**config.mk**
```make
export PLATFORM = sky130hd
export DESIGN_NAME = fetch_sequencer_flat
export DESIGN_NICKNAME = d
export VERILOG_FILES = /design/src/rtl/fetch_sequencer_if.sv /design/src/rtl/fetch_sequencer.sv /design/src/flat_wrapper.sv
export SDC_FILE = /design/constraint.sdc
export NUM_CORES = 1
export LEC_CHECK = 0
export BUFFER_PORTS_ARGS = -buffer_cell sky130_fd_sc_hd__buf_4
export CAP_MARGIN = 0
export CORE_ASPECT_RATIO = 1.1
export CORE_MARGIN = 1
export CORE_UTILIZATION = 48
export DETAILED_ROUTE_END_ITERATION = 8
export PLACE_DENSITY = 0.93
export REMOVE_ABC_BUFFERS = 1
export SLEW_MARGIN = 20
export SYNTH_ARGS = -nofsm -noshare
export SYNTH_HDL_FRONTEND = slang
export SYNTH_SLANG_ARGS = --single-unit
```
**constraint.sdc**
```tcl
create_clock -name clock -period 4.5 [get_ports clock]
set_input_delay 0.9 -clock clock [delete_from_list [all_inputs] [get_ports clock]]
set_output_delay 0.9 -clock clock [all_outputs]
set_load 0.1 [all_outputs]
```
**src/rtl/fetch_sequencer_if.sv**
```systemverilog
// rtl/fetch_sequencer_if.sv - datapath-facing signals between sequencer and program datapath
interface fetch_sequencer_if;
  logic [7:0]  rom_data;
  logic [3:0]  instr;
  logic [3:0]  operand;
  logic        carry;
  logic        zero;
  logic        enablec;
  logic        enablef;
  logic        load;
  logic [11:0] load_data;
  logic        exec_strobe;

  modport master (
    input  rom_data, instr, operand, carry, zero,
    output enablec, enablef, load, load_data, exec_strobe
  );

  modport slave (
    output rom_data, instr, operand, carry, zero,
    input  enablec, enablef, load, load_data, exec_strobe
  );
endinterface

```
**src/rtl/fetch_sequencer.sv**
```systemverilog
// rtl/fetch_sequencer.sv - fetch/execute sequencer with jump resolution, run/halt/step control
module fetch_sequencer #(
  parameter logic [11:0] RESET_VECTOR = 12'h000,
  parameter int          CNT_W        = 16
) (
  input  logic               clock,
  input  logic               reset,
  input  logic               start,
  input  logic               halt_req,
  input  logic               step_mode,
  input  logic               step,
  fetch_sequencer_if.master  dp,
  output logic [2:0]         state,
  output logic               halted,
  output logic [CNT_W-1:0]   icount
);

  typedef enum logic [2:0] {
    S_IDLE  = 3'd0,
    S_FETCH = 3'd1,
    S_EXEC  = 3'd2,
    S_PAUSE = 3'd3,
    S_HALT  = 3'd4
  } state_t;

  localparam logic [3:0] OP_JC  = 4'h0;
  localparam logic [3:0] OP_JNC = 4'h1;
  localparam logic [3:0] OP_JMP = 4'h2;
  localparam logic [3:0] OP_JZ  = 4'h3;
  localparam logic [3:0] OP_HLT = 4'hF;

  state_t             state_q, state_d;
  logic [CNT_W-1:0]   icount_q, icount_d;
  logic               halted_q;
  logic               is_jump;
  logic               taken;

  always_ff @(posedge clock or negedge reset) begin
    if (!reset) begin
      state_q  <= S_IDLE;
      icount_q <= '0;
      halted_q <= 1'b0;
    end else begin
      state_q  <= state_d;
      icount_q <= icount_d;
      halted_q <= (state_d == S_HALT);
    end
  end

  // Jump class decode; flags only matter during EXEC since outputs are gated by state.
  always_comb begin
    is_jump = 1'b0;
    taken   = 1'b0;
    case (dp.instr)
      OP_JC:   begin is_jump = 1'b1; taken = dp.carry;  end
      OP_JNC:  begin is_jump = 1'b1; taken = !dp.carry; end
      OP_JMP:  begin is_jump = 1'b1; taken = 1'b1;      end
      OP_JZ:   begin is_jump = 1'b1; taken = dp.zero;   end
      default: begin is_jump = 1'b0; taken = 1'b0;      end
    endcase
  end

  always_comb begin
    state_d         = state_q;
    icount_d        = icount_q;
    dp.enablec      = 1'b0;
    dp.enablef      = 1'b0;
    dp.load         = 1'b0;
    dp.load_data    = 12'h000;
    dp.exec_strobe  = 1'b0;
    case (state_q)
      S_IDLE: begin
        if (start) begin
          dp.load      = 1'b1;
          dp.load_data = RESET_VECTOR;
          state_d      = S_FETCH;
        end
      end
      S_FETCH: begin
        dp.enablef = 1'b1;
        dp.enablec = 1'b1;
        state_d    = S_EXEC;
      end
      S_EXEC: begin
        if (is_jump) begin
          // Second byte of a jump sits at the already-incremented PC.
          if (taken) begin
            dp.load      = 1'b1;
            dp.load_data = {dp.operand, dp.rom_data};
          end else begin
            dp.enablec = 1'b1;
          end
        end else if (dp.instr != OP_HLT) begin
          dp.exec_strobe = 1'b1;
        end
        if (icount_q != {CNT_W{1'b1}}) begin
          icount_d = icount_q + 1'b1;
        end
        if ((dp.instr == OP_HLT) || halt_req) begin
          state_d = S_HALT;
        end else if (step_mode) begin
          state_d = S_PAUSE;
        end else begin
          state_d = S_FETCH;
        end
      end
      S_PAUSE: begin
        if (halt_req) begin
          state_d = S_HALT;
        end else if (step) begin
          state_d = S_FETCH;
        end
      end
      S_HALT: begin
        if (start) begin
          state_d = S_FETCH;
        end
      end
      default: state_d = S_IDLE;
    endcase
  end

  assign state  = state_q;
  assign halted = halted_q;
  assign icount = icount_q;

endmodule

```
**src/flat_wrapper.sv**
```systemverilog
// flat-port wrapper written by rule: the top's interface ports become plain ports
module fetch_sequencer_flat 
#(
  parameter logic [11:0] RESET_VECTOR = 12'h000,
  parameter int          CNT_W        = 16
)
  (clock, reset, start, halt_req, step_mode, step, state, halted, icount, dp_rom_data, dp_instr, dp_operand, dp_carry, dp_zero, dp_enablec, dp_enablef, dp_load, dp_load_data, dp_exec_strobe);
  fetch_sequencer_if dp_i ();
  input  logic clock;
  input  logic reset;
  input  logic start;
  input  logic halt_req;
  input  logic step_mode;
  input  logic step;
  output logic [2:0] state;
  output logic halted;
  output logic [CNT_W-1:0] icount;
  input wire logic [$bits(dp_i.rom_data)-1:0] dp_rom_data;
  input wire logic [$bits(dp_i.instr)-1:0] dp_instr;
  input wire logic [$bits(dp_i.operand)-1:0] dp_operand;
  input wire logic [$bits(dp_i.carry)-1:0] dp_carry;
  input wire logic [$bits(dp_i.zero)-1:0] dp_zero;
  output wire logic [$bits(dp_i.enablec)-1:0] dp_enablec;
  output wire logic [$bits(dp_i.enablef)-1:0] dp_enablef;
  output wire logic [$bits(dp_i.load)-1:0] dp_load;
  output wire logic [$bits(dp_i.load_data)-1:0] dp_load_data;
  output wire logic [$bits(dp_i.exec_strobe)-1:0] dp_exec_strobe;
  assign dp_i.rom_data = dp_rom_data;
  assign dp_i.instr = dp_instr;
  assign dp_i.operand = dp_operand;
  assign dp_i.carry = dp_carry;
  assign dp_i.zero = dp_zero;
  assign dp_enablec = dp_i.enablec;
  assign dp_enablef = dp_i.enablef;
  assign dp_load = dp_i.load;
  assign dp_load_data = dp_i.load_data;
  assign dp_exec_strobe = dp_i.exec_strobe;
  fetch_sequencer #(.RESET_VECTOR(RESET_VECTOR), .CNT_W(CNT_W)) u_core (.clock(clock), .reset(reset), .start(start), .halt_req(halt_req), .step_mode(step_mode), .step(step), .dp(dp_i), .state(state), .halted(halted), .icount(icount));
endmodule
```
==> impl_metrics.env <==
export IMPL_crit_type="in2out"
export IMPL_end_kind="output pin"
export IMPL_crit_path_frequent_cell="buf_4"
export IMPL_critPathMaxFanout=13
export IMPL_antenna_found_initial=0
export IMPL_ir_worst_vdd_uv=593.3
export IMPL_max_cap_violations=0
export IMPL_io_pins=60
export IMPL_yosysWarningCount=0
export IMPL_leakagePower_nw=0.8240
export IMPL_r2r_slack_ps=2670
export IMPL_cp_slowest_cell="nor4_2"
export IMPL_cp_endpoint="dp_load_data[7]"
export IMPL_cts_root_buf="clkbuf_4"
export IMPL_dr_max_layer_used="met4"
export IMPL_ys_ff_latch=20
export IMPL_drt_pass1_iterations=3
export IMPL_routed_wl_um=3034
export IMPL_die_x_um=49.22
export IMPL_drive_gt1_share_pct=39.56
export IMPL_cpPeakStageDelay_ps=640
export IMPL_netlist_instances=122
export IMPL_wl_met2_um=1628
export IMPL_clk_pin_slew_ps=130
export IMPL_worstSkewPairLatency_ps=310
export IMPL_rr_endpoint="u_core.icount[10]$_DFFE_PN0P_"
export IMPL_detail_route_iter0_violations=15
export IMPL_drc=0
export IMPL_avgSynthCellArea_sq_um=9.651
export IMPL_cts_tree="built"
export IMPL_syn_area_sq_um=1177
export IMPL_globalplace_congestion=0.8144
export IMPL_cts_buffers=3
export IMPL_hold_class="in2async"
export IMPL_wl_per_cell_um=14.31
export IMPL_cp_data_required_time_ps=3600
export IMPL_slew_headroom_pct=50.62
export IMPL_final_cell_mix="buf_4, dfrtp_1, and2_1"
export IMPL_period_share_pct=74.65
export IMPL_diodes=0
export IMPL_cts_resized=0
export IMPL_fmax_ghz=0.2977
export IMPL_cts_max_level=1
export IMPL_cp_cell_sequence="buf_4 > o21ba_2 > a31oi_1 > nor4_2 > and2_1 > buf_4"
export IMPL_design_die_area_sq_um=2655
export IMPL_period_minus_slack_ps=3359
export IMPL_dr_total_vias=1191
export IMPL_final_seq_area_sq_um=500.5
export IMPL_cp_data_arrival_time_ps=2460
export IMPL_cts_sinks=20
export IMPL_gr_total_overflow=0
export IMPL_async_flop_share_pct=100.0
export IMPL_finalHoldViolCount=0
export IMPL_worst_slew_pin_slew_ps=734.6
export IMPL_cts_hold_buf=0
export IMPL_hold_slack_ps=440.9
export IMPL_finalSetupViolations=0
export IMPL_wl_met3_um=174
export IMPL_grt_pass1_vias=1243
export IMPL_io_buffers=59
export IMPL_r2r_start="u_core.state[2]$_DFF_PN0_"
export IMPL_multi_input_area_sq_um=659.4
export IMPL_yosysSeqAreaShare_pct=42.51
export IMPL_hpwl_um=2342
export IMPL_cp_start_kind="primary input"
export IMPL_grt_util_all_layers_pct=24.41
export IMPL_dieHeight_um=53.95
export IMPL_yosysUniqueCellTypes=34
export IMPL_final_max_slew_violation_count=0
export IMPL_start_util_pct=51.76
export IMPL_rows=18
export IMPL_finClkSkew_ps=9.993
export IMPL_coreArea_sq_um=2275
export IMPL_synth_edf_count=0
export IMPL_p_per_area_nw_per_um2=654.3
export IMPL_cp_top_family="simple AND/OR/NAND/NOR gates"
export IMPL_setup_tns_ps=0
export IMPL_cp_num_cells=6
export IMPL_setup_worst_path_start="dp_instr[0]"
export IMPL_status="complete, no violations"
export IMPL_antenna_left=0
export IMPL_fin_nets=208
export IMPL_grt_first_pass_wirelength_um=4981
export IMPL_wl_met1_um=1203
export IMPL_nFillCells=166
export IMPL_viasPerCell=5.618
export IMPL_grt_max_degree=21
export IMPL_path_buf_inv=2
export IMPL_synthToLayoutAreaGrowth_pct=44.10
export IMPL_rsz0062_at_grt="false"
export IMPL_cts_setup_buffers=0
export IMPL_final_common_cell="buf_4"
export IMPL_synth_ff_type="dfrtp_1"
export IMPL_reg2reg_depth=4
export IMPL_clockBufferDepth=2
kinds of logic after synthesis:
family	Yosys count	share of synthesized area, %
buffers and inverters	4	1.487
XOR/XNOR	8	5.951
AND/OR/NAND/NOR	67	34.65
multiplexers	4	3.825
flip-flops	20	42.51
AO/OA/AOI/OAI	18	10.52
adder cells (fa/ha/maj)	1	1.063
sequential cells by signal, summed over array words and instances, names as in the netlist:
register	flops
u_core.halted	1
u_core.icount	16
u_core.state	3
cell type report:
| cell class | count | share of cell area, % |
|---|---|---|
| clock buffers | 3 | 1.327 |
| clock inverters | 1 | 1.770 |
| well taps | 30 | 2.212 |
| inverters | 1 | 0.2212 |
| flip-flops and latches | 20 | 29.50 |
| repair buffers | 59 | 26.11 |
| multi-input cells | 98 | 38.86 |
cells in the mapped netlist (2+ instances only):
master,instances,area (sq um)
o21ai_0,4,20.02
nor2_1,7,26.28
dfrtp_1,20,500.5
nor2_4,2,22.52
xnor2_1,8,70.07
a41oi_1,3,26.28
a21oi_1,3,15.01
nand4_1,10,62.56
and3_1,5,31.28
a31oi_1,3,18.77
and4_1,3,26.28
buf_2,2,10.01
nand2_1,8,30.03
nand2b_1,3,18.77
and2_1,12,75.07
mux2_1,4,45.04
nand3_1,8,40.04
worst register-to-register path, cell delays in order (launching register included):
cell and delay (ps):
dfrtp_1 490, or3b_4 480, nor2_4 220, and4_1 220, mux2_1 320
per-layer routing:
metal,vias up,track usage (%)
met5,-,0
met4,0,9.314
met3,4,4.802
met2,48,49.54
met1,571,24.74
li1,568,-
worst min-delay path by stage:
stage / endpoint / slack, ps / cells past startpoint
6_report: u_core.icount[10]$_DFFE_PN0P_ / 440 / 1
5_1_grt: u_core.icount[10]$_DFFE_PN0P_ / 450 / 1
4_1_cts: u_core.icount[10]$_DFFE_PN0P_ / 450 / 1
3_5_place_dp: u_core.icount[7]$_DFFE_PN0P_ / 520 / 1
3_3_place_gp: u_core.icount[7]$_DFFE_PN0P_ / 500 / 1
2_1_floorplan: u_core.halted$_DFF_PN0_ / 600 / 0
per-stage QoR:
stage	total power, mW	std cells	area, sq um	worst slack [ps]	utilization, %
after floorplan	0.8107	119	1164	811.3	-
after global placement	0.9515	208	1644	1242	72.28
after detailed placement	0.9652	208	1644	1138	72.28
after CTS	1.114	212	1697	1132	74.59
after global routing	1.153	212	1697	895.2	74.59
final	1.110	212	1697	1141	74.59
where the power goes:
part | internal [mW] | switching (mW)
clock | 0.0901 | 0.0596
sequential | 0.218 | 0.0657
combinational | 0.148 | 0.529
total | 0.456 | 0.654
(Power assumes the default switching activity.)
